===== src/rtl/process_tx_byte_pkg.sv =====
// Shared constants and types for the SIE transmit byte processor.
package process_tx_byte_pkg;

  localparam int unsigned BYTE_W = 8;
  localparam int unsigned CNT_W  = 10;
  localparam int unsigned TOK_W  = 11;
  localparam int unsigned PID_W  = 4;

  localparam logic [BYTE_W-1:0] SYNC_BYTE   = 8'h80;
  localparam logic [BYTE_W-1:0] DATA_STOP   = 8'h00;
  localparam logic [BYTE_W-1:0] DATA_START  = 8'h01;
  localparam logic [BYTE_W-1:0] DATA_STREAM = 8'h02;

  typedef enum logic [1:0] {
    PID_SPECIAL   = 2'd0,
    PID_TOKEN     = 2'd1,
    PID_HANDSHAKE = 2'd2,
    PID_DATA      = 2'd3
  } pid_type_e;

  typedef enum logic [3:0] {
    ST_IDLE     = 4'd0,
    ST_SYNC_WR  = 4'd1,
    ST_PID_WR   = 4'd2,
    ST_TOK1_CRC = 4'd3,
    ST_TOK1_CW  = 4'd4,
    ST_TOK1_WR  = 4'd5,
    ST_TOK2_CRC = 4'd6,
    ST_TOK2_CW  = 4'd7,
    ST_TOK2_WR  = 4'd8,
    ST_DAT_DEC  = 4'd9,
    ST_DAT_CW   = 4'd10,
    ST_DAT_WR   = 4'd11,
    ST_CRC_LO   = 4'd12,
    ST_CRC_HI   = 4'd13,
    ST_STOP_WR  = 4'd14,
    ST_DONE     = 4'd15
  } tx_state_e;

  // One byte handed to the serial transmitter together with its framing code.
  typedef struct packed {
    logic [BYTE_W-1:0] data;
    logic [BYTE_W-1:0] ctrl;
  } tx_byte_t;

  function automatic logic [BYTE_W-1:0] pid_byte(input logic [PID_W-1:0] pid);
    return {~pid, pid};
  endfunction

endpackage


===== src/rtl/process_tx_byte.sv =====
// Transmit byte processor: turns one packet request into SYNC, PID, token or
// FIFO payload, inverted CRC and a stop marker for the serial transmitter.
module process_tx_byte
  import process_tx_byte_pkg::*;
#(
  parameter int unsigned MAX_DATA_BYTES = 1023
) (
  input  logic              clk,
  input  logic              rst,
  input  logic              txPktStart,
  input  logic [PID_W-1:0]  txPID,
  input  logic [TOK_W-1:0]  txTokenData,
  input  logic [BYTE_W-1:0] txFifoData,
  input  logic              txFifoEmpty,
  output logic              txFifoRdEn,
  output logic [BYTE_W-1:0] TxByteOut,
  output logic [BYTE_W-1:0] TxCtrlOut,
  output logic              TxByteWEn,
  input  logic              TxByteRdy,
  output logic              rstCRC,
  output logic              CRC5En,
  output logic              CRC5_8Bit,
  output logic              CRC16En,
  output logic [BYTE_W-1:0] CRCData,
  input  logic [4:0]        CRC5Result,
  input  logic [15:0]       CRC16Result,
  input  logic              CRC5UpdateRdy,
  input  logic              CRC16UpdateRdy,
  output logic              txBusy,
  output logic              txPktDone,
  output logic              txDataTrunc
);

  localparam logic [CNT_W-1:0] MAX_CNT = CNT_W'(MAX_DATA_BYTES);

  tx_state_e         state, state_n;
  tx_byte_t          tx_q, tx_n;
  logic [PID_W-1:0]  pid_q, pid_n;
  logic [TOK_W-1:0]  tok_q, tok_n;
  logic [BYTE_W-1:0] data_q, data_n;
  logic [CNT_W-1:0]  cnt_q, cnt_n;
  logic [BYTE_W-1:0] crc_data_q, crc_data_n;
  logic wen_q, wen_n, rd_q, rd_n, rst_crc_q, rst_crc_n;
  logic crc5_en_q, crc5_en_n, crc16_en_q, crc16_en_n, crc5_8_q, crc5_8_n;
  logic busy_q, busy_n, done_q, done_n, trunc_q, trunc_n;

  // While a strobe is on the wire the peer's ready flag is still stale.
  logic guard, wr_ok;
  assign guard = wen_q | crc5_en_q | crc16_en_q;
  assign wr_ok = TxByteRdy & ~guard;

  always_comb begin
    state_n    = state;
    tx_n       = tx_q;
    pid_n      = pid_q;
    tok_n      = tok_q;
    data_n     = data_q;
    cnt_n      = cnt_q;
    crc_data_n = crc_data_q;
    crc5_8_n   = crc5_8_q;
    busy_n     = busy_q;
    trunc_n    = trunc_q;
    wen_n      = 1'b0;
    rd_n       = 1'b0;
    rst_crc_n  = 1'b0;
    crc5_en_n  = 1'b0;
    crc16_en_n = 1'b0;
    done_n     = 1'b0;
    unique case (state)
      ST_IDLE: if (txPktStart) begin
        pid_n   = txPID;
        tok_n   = txTokenData;
        busy_n  = 1'b1;
        trunc_n = 1'b0;
        state_n = ST_SYNC_WR;
      end
      ST_SYNC_WR: if (wr_ok) begin
        tx_n      = '{data: SYNC_BYTE, ctrl: DATA_START};
        wen_n     = 1'b1;
        rst_crc_n = 1'b1;
        cnt_n     = '0;
        state_n   = ST_PID_WR;
      end
      ST_PID_WR: if (wr_ok) begin
        tx_n  = '{data: pid_byte(pid_q), ctrl: DATA_STREAM};
        wen_n = 1'b1;
        unique case (pid_type_e'(pid_q[1:0]))
          PID_TOKEN: state_n = ST_TOK1_CRC;
          PID_DATA:  state_n = ST_DAT_DEC;
          default:   state_n = ST_STOP_WR;
        endcase
      end
      ST_TOK1_CRC: begin
        crc5_en_n  = 1'b1;
        crc5_8_n   = 1'b1;
        crc_data_n = tok_q[7:0];
        state_n    = ST_TOK1_CW;
      end
      ST_TOK1_CW: if (!guard && CRC5UpdateRdy) state_n = ST_TOK1_WR;
      ST_TOK1_WR: if (wr_ok) begin
        tx_n    = '{data: tok_q[7:0], ctrl: DATA_STREAM};
        wen_n   = 1'b1;
        state_n = ST_TOK2_CRC;
      end
      ST_TOK2_CRC: begin
        crc5_en_n  = 1'b1;
        crc5_8_n   = 1'b0;
        crc_data_n = {5'b0, tok_q[10:8]};
        state_n    = ST_TOK2_CW;
      end
      ST_TOK2_CW: if (!guard && CRC5UpdateRdy) state_n = ST_TOK2_WR;
      ST_TOK2_WR: if (wr_ok) begin
        tx_n    = '{data: {~CRC5Result, tok_q[10:8]}, ctrl: DATA_STREAM};
        wen_n   = 1'b1;
        state_n = ST_STOP_WR;
      end
      // Pop, latch and start the CRC16 update in the same decision cycle.
      ST_DAT_DEC: begin
        if (txFifoEmpty) begin
          state_n = ST_CRC_LO;
        end else if (cnt_q < MAX_CNT) begin
          rd_n       = 1'b1;
          data_n     = txFifoData;
          crc16_en_n = 1'b1;
          crc_data_n = txFifoData;
          state_n    = ST_DAT_CW;
        end else begin
          trunc_n = 1'b1;
          state_n = ST_CRC_LO;
        end
      end
      ST_DAT_CW: if (!guard && CRC16UpdateRdy) state_n = ST_DAT_WR;
      ST_DAT_WR: if (wr_ok) begin
        tx_n    = '{data: data_q, ctrl: DATA_STREAM};
        wen_n   = 1'b1;
        cnt_n   = cnt_q + CNT_W'(1);
        state_n = ST_DAT_DEC;
      end
      ST_CRC_LO: if (wr_ok) begin
        tx_n    = '{data: ~CRC16Result[7:0], ctrl: DATA_STREAM};
        wen_n   = 1'b1;
        state_n = ST_CRC_HI;
      end
      ST_CRC_HI: if (wr_ok) begin
        tx_n    = '{data: ~CRC16Result[15:8], ctrl: DATA_STREAM};
        wen_n   = 1'b1;
        state_n = ST_STOP_WR;
      end
      ST_STOP_WR: if (wr_ok) begin
        tx_n    = '{data: 8'h00, ctrl: DATA_STOP};
        wen_n   = 1'b1;
        state_n = ST_DONE;
      end
      ST_DONE: begin
        done_n  = 1'b1;
        busy_n  = 1'b0;
        state_n = ST_IDLE;
      end
      default: state_n = ST_IDLE;
    endcase
  end

  always_ff @(posedge clk) begin
    if (!rst) begin
      state      <= ST_IDLE;
      tx_q       <= '0;
      pid_q      <= '0;
      tok_q      <= '0;
      data_q     <= '0;
      cnt_q      <= '0;
      crc_data_q <= '0;
      crc5_8_q   <= 1'b0;
      busy_q     <= 1'b0;
      trunc_q    <= 1'b0;
      wen_q      <= 1'b0;
      rd_q       <= 1'b0;
      rst_crc_q  <= 1'b0;
      crc5_en_q  <= 1'b0;
      crc16_en_q <= 1'b0;
      done_q     <= 1'b0;
    end else begin
      state      <= state_n;
      tx_q       <= tx_n;
      pid_q      <= pid_n;
      tok_q      <= tok_n;
      data_q     <= data_n;
      cnt_q      <= cnt_n;
      crc_data_q <= crc_data_n;
      crc5_8_q   <= crc5_8_n;
      busy_q     <= busy_n;
      trunc_q    <= trunc_n;
      wen_q      <= wen_n;
      rd_q       <= rd_n;
      rst_crc_q  <= rst_crc_n;
      crc5_en_q  <= crc5_en_n;
      crc16_en_q <= crc16_en_n;
      done_q     <= done_n;
    end
  end

  assign TxByteOut   = tx_q.data;
  assign TxCtrlOut   = tx_q.ctrl;
  assign TxByteWEn   = wen_q;
  assign txFifoRdEn  = rd_q;
  assign rstCRC      = rst_crc_q;
  assign CRC5En      = crc5_en_q;
  assign CRC5_8Bit   = crc5_8_q;
  assign CRC16En     = crc16_en_q;
  assign CRCData     = crc_data_q;
  assign txBusy      = busy_q;
  assign txPktDone   = done_q;
  assign txDataTrunc = trunc_q;

endmodule


===== config.mk =====
export PLATFORM = sky130hd
export DESIGN_NAME = process_tx_byte
export DESIGN_NICKNAME = d
export VERILOG_FILES = /design/src/rtl/process_tx_byte_pkg.sv /design/src/rtl/process_tx_byte.sv
export SDC_FILE = /design/constraint.sdc
export NUM_CORES = 1
export LEC_CHECK = 0
export CAP_MARGIN = 20
export CORE_MARGIN = 2
export CORE_UTILIZATION = 45
export CTS_CLUSTER_SIZE = 10
export DETAILED_ROUTE_END_ITERATION = 8
export PLACE_DENSITY = 0.76
export SLEW_MARGIN = 20
export SYNTH_ARGS = -nofsm -noshare
export SYNTH_HDL_FRONTEND = slang
export SYNTH_SLANG_ARGS = --single-unit

===== constraint.sdc =====
create_clock -name clk -period 1.67 [get_ports clk]
set_clock_uncertainty 0.2 [all_clocks]
set_input_delay 0.2505 -clock clk [delete_from_list [all_inputs] [get_ports clk]]
set_output_delay 0.2505 -clock clk [all_outputs]
set_load 0.01 [all_outputs]

* Yosys cells after proc, flatten, opt, wreduce, memory -nomap -nowiden
Cells that the tools add are included.
Operators by class: $add $sub $neg 1, mux-type cells 41, order comparisons 1, eq/ne operators 33, bitwise operators 11, reduce and logical (&&, ||, !) cells 24
Operators by type and width (count):
- $mux W16 | 8
- $pmux W16 S8 | 1
- $pmux W4 S15 | 1
- $mux W4 | 11
- $eq A4 B4 Y1 const B | 8
- $ne A2 B2 Y1 const B | 15
- $pmux W8 S3 | 1
- $mux W10 | 2
- $pmux W10 S2 | 1
- $eq A4 B3 Y1 const B | 4
- $mux W8 | 2
- $not A8 Y8 | 2
- $reduce_and A11 Y1 | 1
- $add A10 B1 Y10 const B | 1
- $lt A10 B10 Y1 const B | 1
- $reduce_and A3 Y1 | 3
- $reduce_and A9 Y1 | 1
- $eq A4 B2 Y1 const B | 2
- $mux W1 | 8
- $pmux W4 S2 | 1
- $reduce_and A2 Y1 | 4
- $reduce_bool A2 Y1 | 4
- $reduce_bool A8 Y1 | 1
- $reduce_or A8 Y1 | 1
- other kinds (18) | 27
Word-level totals: output and inout bits 33, input port bits 51, register bits after elaboration 69, word-level logic and storage cells 127

* Logic depth before layout (Yosys ltp)
Gate-level depths: netlist of run 1.
depth in word-level cells 6, depth in mapped cells 8, gate-level depth less buffers 6

* Least setup slack after synthesis of run 1
OpenSTA, ideal clock, no wires.
kind flip-flop to flip-flop, start point register crc5_en_q, in the netlist CRC5En, end point register tx_q (netlist bit TxByteOut[6]), arrival time 1.517 ns, setup slack -0.163 ns, cell stages (with the launch flop) 6, library setup time 0.116 ns, cell sequence dfxtp_1 or4b_4 a21oi_4 buf_6 o211ai_1 o211a_1
On the way: word-level cells in the longest chain between the ends 6
RTL lines:
- start: declaration | line process_tx_byte.sv:44 | logic crc5_en_q, crc5_en_n, crc16_en_q, crc16_en_n, crc5_8_q, crc5_8_n;
- start signal: assignment | line process_tx_byte.sv:195 | crc5_en_q <= crc5_en_n;
- $or A1 B1 Y1 * (2 in series) | line process_tx_byte.sv:49 | assign guard = wen_q | crc5_en_q | crc16_en_q;
- $not A1 Y1 * | line process_tx_byte.sv:50 | assign wr_ok = TxByteRdy & ~guard;
- $and A1 B1 Y1 * | line process_tx_byte.sv:50
- $ne A2 B2 Y1 (no source line)
- $reduce_and A9 Y1 (no source line) *
- end signal: assignment | line process_tx_byte.sv:183 | tx_q <= tx_n;
- end: declaration | line process_tx_byte.sv:37 | tx_byte_t tx_q, tx_n;
Mark *: on every way between the ends. The rest lies on a longest branch, timed or not. A chain may end at the register's enable or synchronous reset.

* Worst setup path after layout of run 1
start point register state[1], end point register state[3]
On the way: word-level cells in the longest chain between the ends 4
RTL lines:
- start: declaration | line process_tx_byte.sv:36 | tx_state_e state, state_n;
- start signal: assignment | line process_tx_byte.sv:182 | state <= state_n;
- $eq A4 B4 Y1 | line process_tx_byte.sv:69 | unique case (state)
- $reduce_or A2 Y1 (no source line)
- $ne A2 B1 Y1 (no source line)
- $reduce_and A11 Y1 (no source line)
Several ways; a longest one is shown, not always the timed one.

==> out/metrics.yaml, run 1 <==
hold_violations: 0
p_per_area_nw_per_um2: 1330
drive_gt1_share_pct: 43.8
worstPathRequired_ps: 1750
synthCells: 431
ant_nets: 0
row_count: 32
gp_congestion: 0.913
final.setup.tns_ps: -8140
pwr-share-seq_pct: 24.9
ys_top_cells_by_area: "dfxtp_1 (36%), nand2_1 (7.4%), mux2i_1 (5.7%), a21oi_1 (5.6%), nor2_1 (4.1%)"
layout_setup_ws_ps: -324
grt_usage_pct: 30.7
antenna_found_initial: 0
netlist_area_sq_um: 3500
rsz0062_at_grt: "yes"
max_cap_viol_count: 0
num_io_pins: 84
ys.flop_type: "dfxtp_1"
wl_microns: 15100
grt_overflow: 0
max_freq_ghz: 0.501
period_share_pct: 119
drv_slew: 0
synth_edf_count: 0
crit_top_cell: "buf_4"
clkLatencyLatePin_ps: 370
via_per_inst: 6.12
cts_root_buffer: "clkbuf_8"
fin_nets: 654
path_max_fanout: 5
violations: "setup timing"
intPower_uw: 5010
antenna_cells: 0
maxSlewHeadroom_pct: 66.8
switching_share_pct: 39.1
grt_pass1_vias: 4088
cp_slowest_cell: "dfxtp_4"
min_period_ps: 1990
yosys.area.top_type: "dfxtp_1"
grt_max_degree: 21
die_w_microns: 92.2
drtPass1Iterations: 5
cp-start-kind: "register"
synth_top_area_share_pct: 36.0
cts_buffers: 9
arrival_ps: 2070
setup_viol: 58
pwr-share-comb_pct: 54.5
place.detailed.hpwl_microns: 8350
io_buffer_count: 77
die_area_sq_um: 8500
ir_drop_mv: 0.784
critPathMaxStageDelay_ps: 380
vias: 4340
worstPathCellList: "buf_4, nor2b_4, buf_4, a22oi_2, o41ai_4, buf_4, nand2_4, mux2i_2"
final_cell_mix: "buf_4 (87), dfxtp_1 (52), clkdlybuf4s50_1 (52)"
ys_types: 63
leakagePower_uw: 0.00260
grt_pass1_wl_microns: 20400
dp_slack_ps: -488
p_switching_uw: 3220
yosysSeqAreaShare_pct: 36.0
async_reset_ff_share_pct: 0
drtIter0Drc: 421
cts_buffer_depth: 2
syn2layout_area_growth_pct: 76.4
status: "finished, violations left"
p_clk_share_pct: 20.6
start_util_pct: 45.8
numClockSinks: 63
layout_commonest_cell: "buf_4"
p_total_uw: 8230
die_y_microns: 92.2
h-tree-depth: 3
core_sq_um: 7650
cts_tree: "built"
synth.ff_latch_count: 63
yosys_warnings: 0
worst-setup-path-type: "reg2reg"
drc: 0
clk_pin_slew_worst_paths_ps: 80
end_kind: "register"
avgRoutedWirePerCell_microns: 21.3
syn_avg_cell_area_sq_um: 8.13
hp-class: "in2reg"
worstMarginPinSlew_ps: 494
postCtsHoldBufs: 0
==> Yosys cell counts, types with 3 or more instances <==
cell       count
a211oi_2       3
a21oi_1       39
a22oi_1        7
a2bb2oi_1      4
a311oi_1       4
a32oi_1        7
and2_1         3
and3b_1        3
buf_2         14
buf_4         10
clkbuf_1      13
dfxtp_1       63
inv_1          3
mux2i_1       20
nand2_1       69
nand2b_1       8
nand3_1       12
nand4_1        3
nor2_1        38
nor2b_1        7
nor3_1         9
nor3b_1        3
nor4_2         3
o211a_1        3
o211ai_1       3
o21ai_0       13
o21ai_1        6
o221a_2        3
o221ai_1       3
o22ai_1        8
xnor2_1        9
==> worst max-delay path, delay by kind of cell, from the launching register on <==
kind	cells	cell delay [ps]
buffers and inverters	3	470
flip-flops	1	380
AO/OA/AOI/OAI	2	380
multiplexers	1	240
AND/OR/NAND/NOR	2	230
==> cell families after synthesis <==
kind of cell / Yosys count / synth area share (%)
AND/OR/NAND/NOR: 175 / 25.3
XOR/XNOR: 9 / 2.25
flip-flops: 63 / 36.0
other: 1 / 0.107
multiplexers: 20 / 5.72
buffers and inverters: 43 / 6.40
AO/OA/AOI/OAI: 119 / 23.8
adder cells (fa/ha/maj): 1 / 0.357
==> metrics by stage <==
stage,instance area (sq um),hold WS (ps),util [%],cells
floorplan,3630,186,-,436
global placement,5020,243,65.6,665
detailed placement,5020,242,65.6,665
CTS,5630,238,73.6,696
global route,6180,277,80.8,709
finish,6180,267,80.8,709
==> layout make-up <==
| type | instances | area (sq um) |
|---|---|---|
| clock buffers | 9 | 124 |
| clock inverters | 7 | 120 |
| fillers | 426 | 1470 |
| inverters | 4 | 15.0 |
| multi-input cells | 330 | 2670 |
| flip-flops and latches | 63 | 1290 |
| well taps | 102 | 128 |
| repair buffers | 194 | 1830 |
==> per-layer routing <==
| metal | global-route usage (%) | vias up | routed length (microns) |
|---|---|---|---|
| li1 | - | 1885 | - |
| met1 | 38.6 | 2087 | 5580 |
| met2 | 51.1 | 279 | 7420 |
| met3 | 4.27 | 89 | 1270 |
| met4 | 15.9 | 0 | 804 |
| met5 | 0 | - | 0 |
==> power by group through the flow <==
stage / Sequential, uW / Combinational [uW] / Clock [uW]
2_1_floorplan: 1960 / 1730 / 0
3_3_place_gp: 1980 / 3000 / 0
3_5_place_dp: 1990 / 3080 / 0
4_1_cts: 1970 / 3580 / 1670
5_1_grt: 2060 / 4680 / 1760
6_report: 2050 / 4480 / 1690
==> sequential cells by signal (all words and copies together) (netlist names), 2 cells and up <==
signal	count
CRCData	8
TxByteOut	8
cnt_q	10
data_q	8
state	4
tok_q	11
TxCtrlOut	2
pid_q	4
==> worst paths after layout <==
path / start / endpoint / slack, ps / cells after the start
worst max-delay path: state[1]$_SDFFE_PN0P_ / state[3]$_SDFFE_PN0P_ / -320 / 8
worst min-delay path: txTokenData[6] / tok_q[6]$_SDFFE_PN0P_ / 270 / 3
worst max register to register: state[1]$_SDFFE_PN0P_ / state[3]$_SDFFE_PN0P_ / -320 / 8
worst min register to register: CRCData[5]$_SDFFE_PN0P_ / CRCData[5]$_SDFFE_PN0P_ / 270 / 2
==> timing repair <==
action,in CTS,in global routing
cloned,2,3
endpoints found under the setup margin,83,59
pin swaps,20,47
gates resized for setup,93,96
buffers inserted,13,12
(Power assumes the default switching activity.)
==> run 2, diff against run 1 <==
--- a/config.mk
+++ b/config.mk
@@ -10,6 +10,7 @@
 export CORE_UTILIZATION = 45
 export CTS_CLUSTER_SIZE = 10
 export DETAILED_ROUTE_END_ITERATION = 8
+export GPL_TIMING_DRIVEN = 0
 export PLACE_DENSITY = 0.76
 export SLEW_MARGIN = 20
 export SYNTH_ARGS = -nofsm -noshare
==> run 2 against run 1 <==
  * Die area is the same
  * Largest power group unchanged
  * Critical path type unchanged
  * Power down 10%
  * The run still ends with setup timing left
  * Cell count is 4.7% lower
  * First-iteration DRC count rose by 18%
  * Cell area fell by 7.2%
  * Hold slack got worse by 20 ps
  * Sequential power shrank 4%
  * Clock power down 11%
  * Register-to-register slack gained 30 ps
  * Clock-buffer cell count did not move
  * Worst setup slack improved by 32 ps
  * Global-route usage decreased by 0.10 points
==> out/metrics.yaml, run 2 (synthesis gave the netlist of run 1 again) <==
status: "finished, violations left"
violations: "setup timing"
min_period_ps: 1960  # -32.1 ps
drtIter0Drc: 497  # +18%
die_area_sq_um: 8500  # unchanged
largestRegisters: "tok_q: 11 flops, cnt_q: 10 flops"
cts_root_buffer: "clkbuf_8"
grt_overflow: 0  # unchanged
core_sq_um: 7650  # unchanged
grt_pass1_wl_microns: 20100  # -1.4%
clk_pin_slew_worst_paths_ps: 80  # about the same
hp-class: "in2reg"
place_area_sq_um: 4530  # -9.7%
final_cell_mix: "nand2_1 (64), clkdlybuf4s50_1 (50), dfxtp_1 (49)"
final.setup.tns_ps: -6470  # +1670 ps
numClockSinks: 63  # unchanged
via_per_inst: 6.04  # -1.4%
crit_top_cell: "buf_6"
antenna_cells: 0  # unchanged
num_io_pins: 84  # unchanged
drv_slew: 0  # unchanged
top_register: "tok_q"
h-tree-depth: 3  # unchanged
leakagePower_uw: 0.00237  # -8.9%
cp.depth: 7  # -1
rsz0062_at_grt: "yes"
start_util_pct: 45.8  # unchanged
ir_drop_mv: 0.617  # -21%
layout_commonest_cell: "nand2_1"
worstPathRequired_ps: 1710  # -40 ps
grt_max_degree: 13  # -38%
cp-start-kind: "register"
cp_top_family: "simple AND/OR/NAND/NOR gates"
cp_num_buf_inv: 3  # unchanged
postCtsHoldBufs: 0  # unchanged
setup_viol: 38  # -34%
fin_hold_ws_ps: 247  # -19.9 ps
gp_congestion: 0.958  # +4.9%
final_area_sq_um: 5740  # -7.2%
worstMarginPinSlew_ps: 772  # +278 ps
cts_tree: "built"
period_share_pct: 117  # -1.9 points
drtPass1Iterations: 5  # unchanged
avgRoutedWirePerCell_microns: 20.3  # -4.7%
max_cap_viol_count: 0  # unchanged
io_buffer_count: 77  # unchanged
drive_gt1_share_pct: 35.2  # -8.6 points
end_kind: "register"
grt_usage_pct: 30.6  # -0.10 points
place.detailed.hpwl_microns: 8330  # -0.23%
maxSlewHeadroom_pct: 48.6  # -18 points
worst-setup-path-type: "reg2reg"
ff2ff_path_depth: 7  # -1
p_per_area_nw_per_um2: 1290  # -3.2%
fin_nets: 621  # -5.0%
worstPathCellList: "buf_6, nor4b_4, nand2_2, buf_6, o31ai_4, buf_6, nor2_2"
hold_violations: 0  # unchanged
path_max_fanout: 6  # +1
syn2layout_area_growth_pct: 63.8
die_w_microns: 92.2  # unchanged
grt_pass1_vias: 3934  # -3.8%
ant_nets: 0  # unchanged
antenna_found_initial: 0  # unchanged
cp_slowest_cell: "nor4b_4"
largest_reg_flops: 11  # unchanged
cts_buffers: 9  # unchanged
wl_microns: 13700  # -9.1%
vias: 4081  # -6.0%
holdPathStages: 3  # unchanged
row_count: 32  # unchanged
critPathMaxStageDelay_ps: 410  # +30 ps
max_freq_ghz: 0.510  # +1.6%
cts_buffer_depth: 2  # unchanged
drc: 0  # unchanged
clkLatencyLatePin_ps: 350  # -20 ps
layout_setup_ws_ps: -292  # +32.1 ps
die_y_microns: 92.2  # unchanged
arrival_ps: 2000  # -70 ps
## run 2: power breakdown
part / internal, uW / switching, uW / total, uW
Clock: 842 / 671 / 1510
Combinational: 1860 / 2050 / 3920
Sequential: 1730 / 231 / 1960
## run 2: worst paths after layout
check / endpoint / start / slack (ps)
worst min-delay path: tok_q[7]$_SDFFE_PN0P_ / txTokenData[7] / 250
worst max register to register: cnt_q[8]$_SDFFE_PN0P_ / CRC5En$_SDFF_PN0_ / -290
worst max-delay path: cnt_q[8]$_SDFFE_PN0P_ / CRC5En$_SDFF_PN0_ / -290
worst min register to register: CRCData[3]$_SDFFE_PN0P_ / CRCData[3]$_SDFFE_PN0P_ / 260
## run 2: metal layers
metal | wire [microns] | global-route usage, % | vias to the layer above | part of all wire (%)
li1 | - | - | 1821 | -
met1 | 5430 | 38.6 | 1948 | 40
met2 | 6570 | 49.1 | 254 | 48
met3 | 1130 | 5.18 | 58 | 8.3
met4 | 560 | 17.9 | 0 | 4.1
met5 | 0 | 0 | - | 0
## run 2: area by class of cell
type / instances / area, sq um
buffer: 35 / 329
clock buffer: 9 / 124
clock inverter: 7 / 95.1
fill: 539 / 1910
inverter: 4 / 15.0
multi-input combinational: 330 / 2550
sequential: 63 / 1300
tap: 102 / 128
timing repair buffer: 126 / 1190
## run 2: repair_timing
action                                  4_1_cts  5_1_grt
resized for setup                           162       46
hold endpoints to repair                      0        0
endpoints found under the setup margin       81       58
cloned                                        6        1
pin swaps                                    42       18
buffers inserted                             28       16
## run 2: through the flow
step	std cells	power, uW	worst slack (ps)	utilization, %
2_1_floorplan	436	3680	-119	-
3_3_place_gp	615	4540	-657	59.3
3_5_place_dp	615	4570	-679	59.3
4_1_cts	661	6790	-227	72.0
5_1_grt	676	7640	-329	75.0
6_report	676	7390	-292	75.0
## run 2: worst register-to-register path, delay by kind of cell (launching register included)
family	cells	cell delay, ps
buf+inv	3	440
simple gates	3	610
flops	1	350
compound gates	1	260
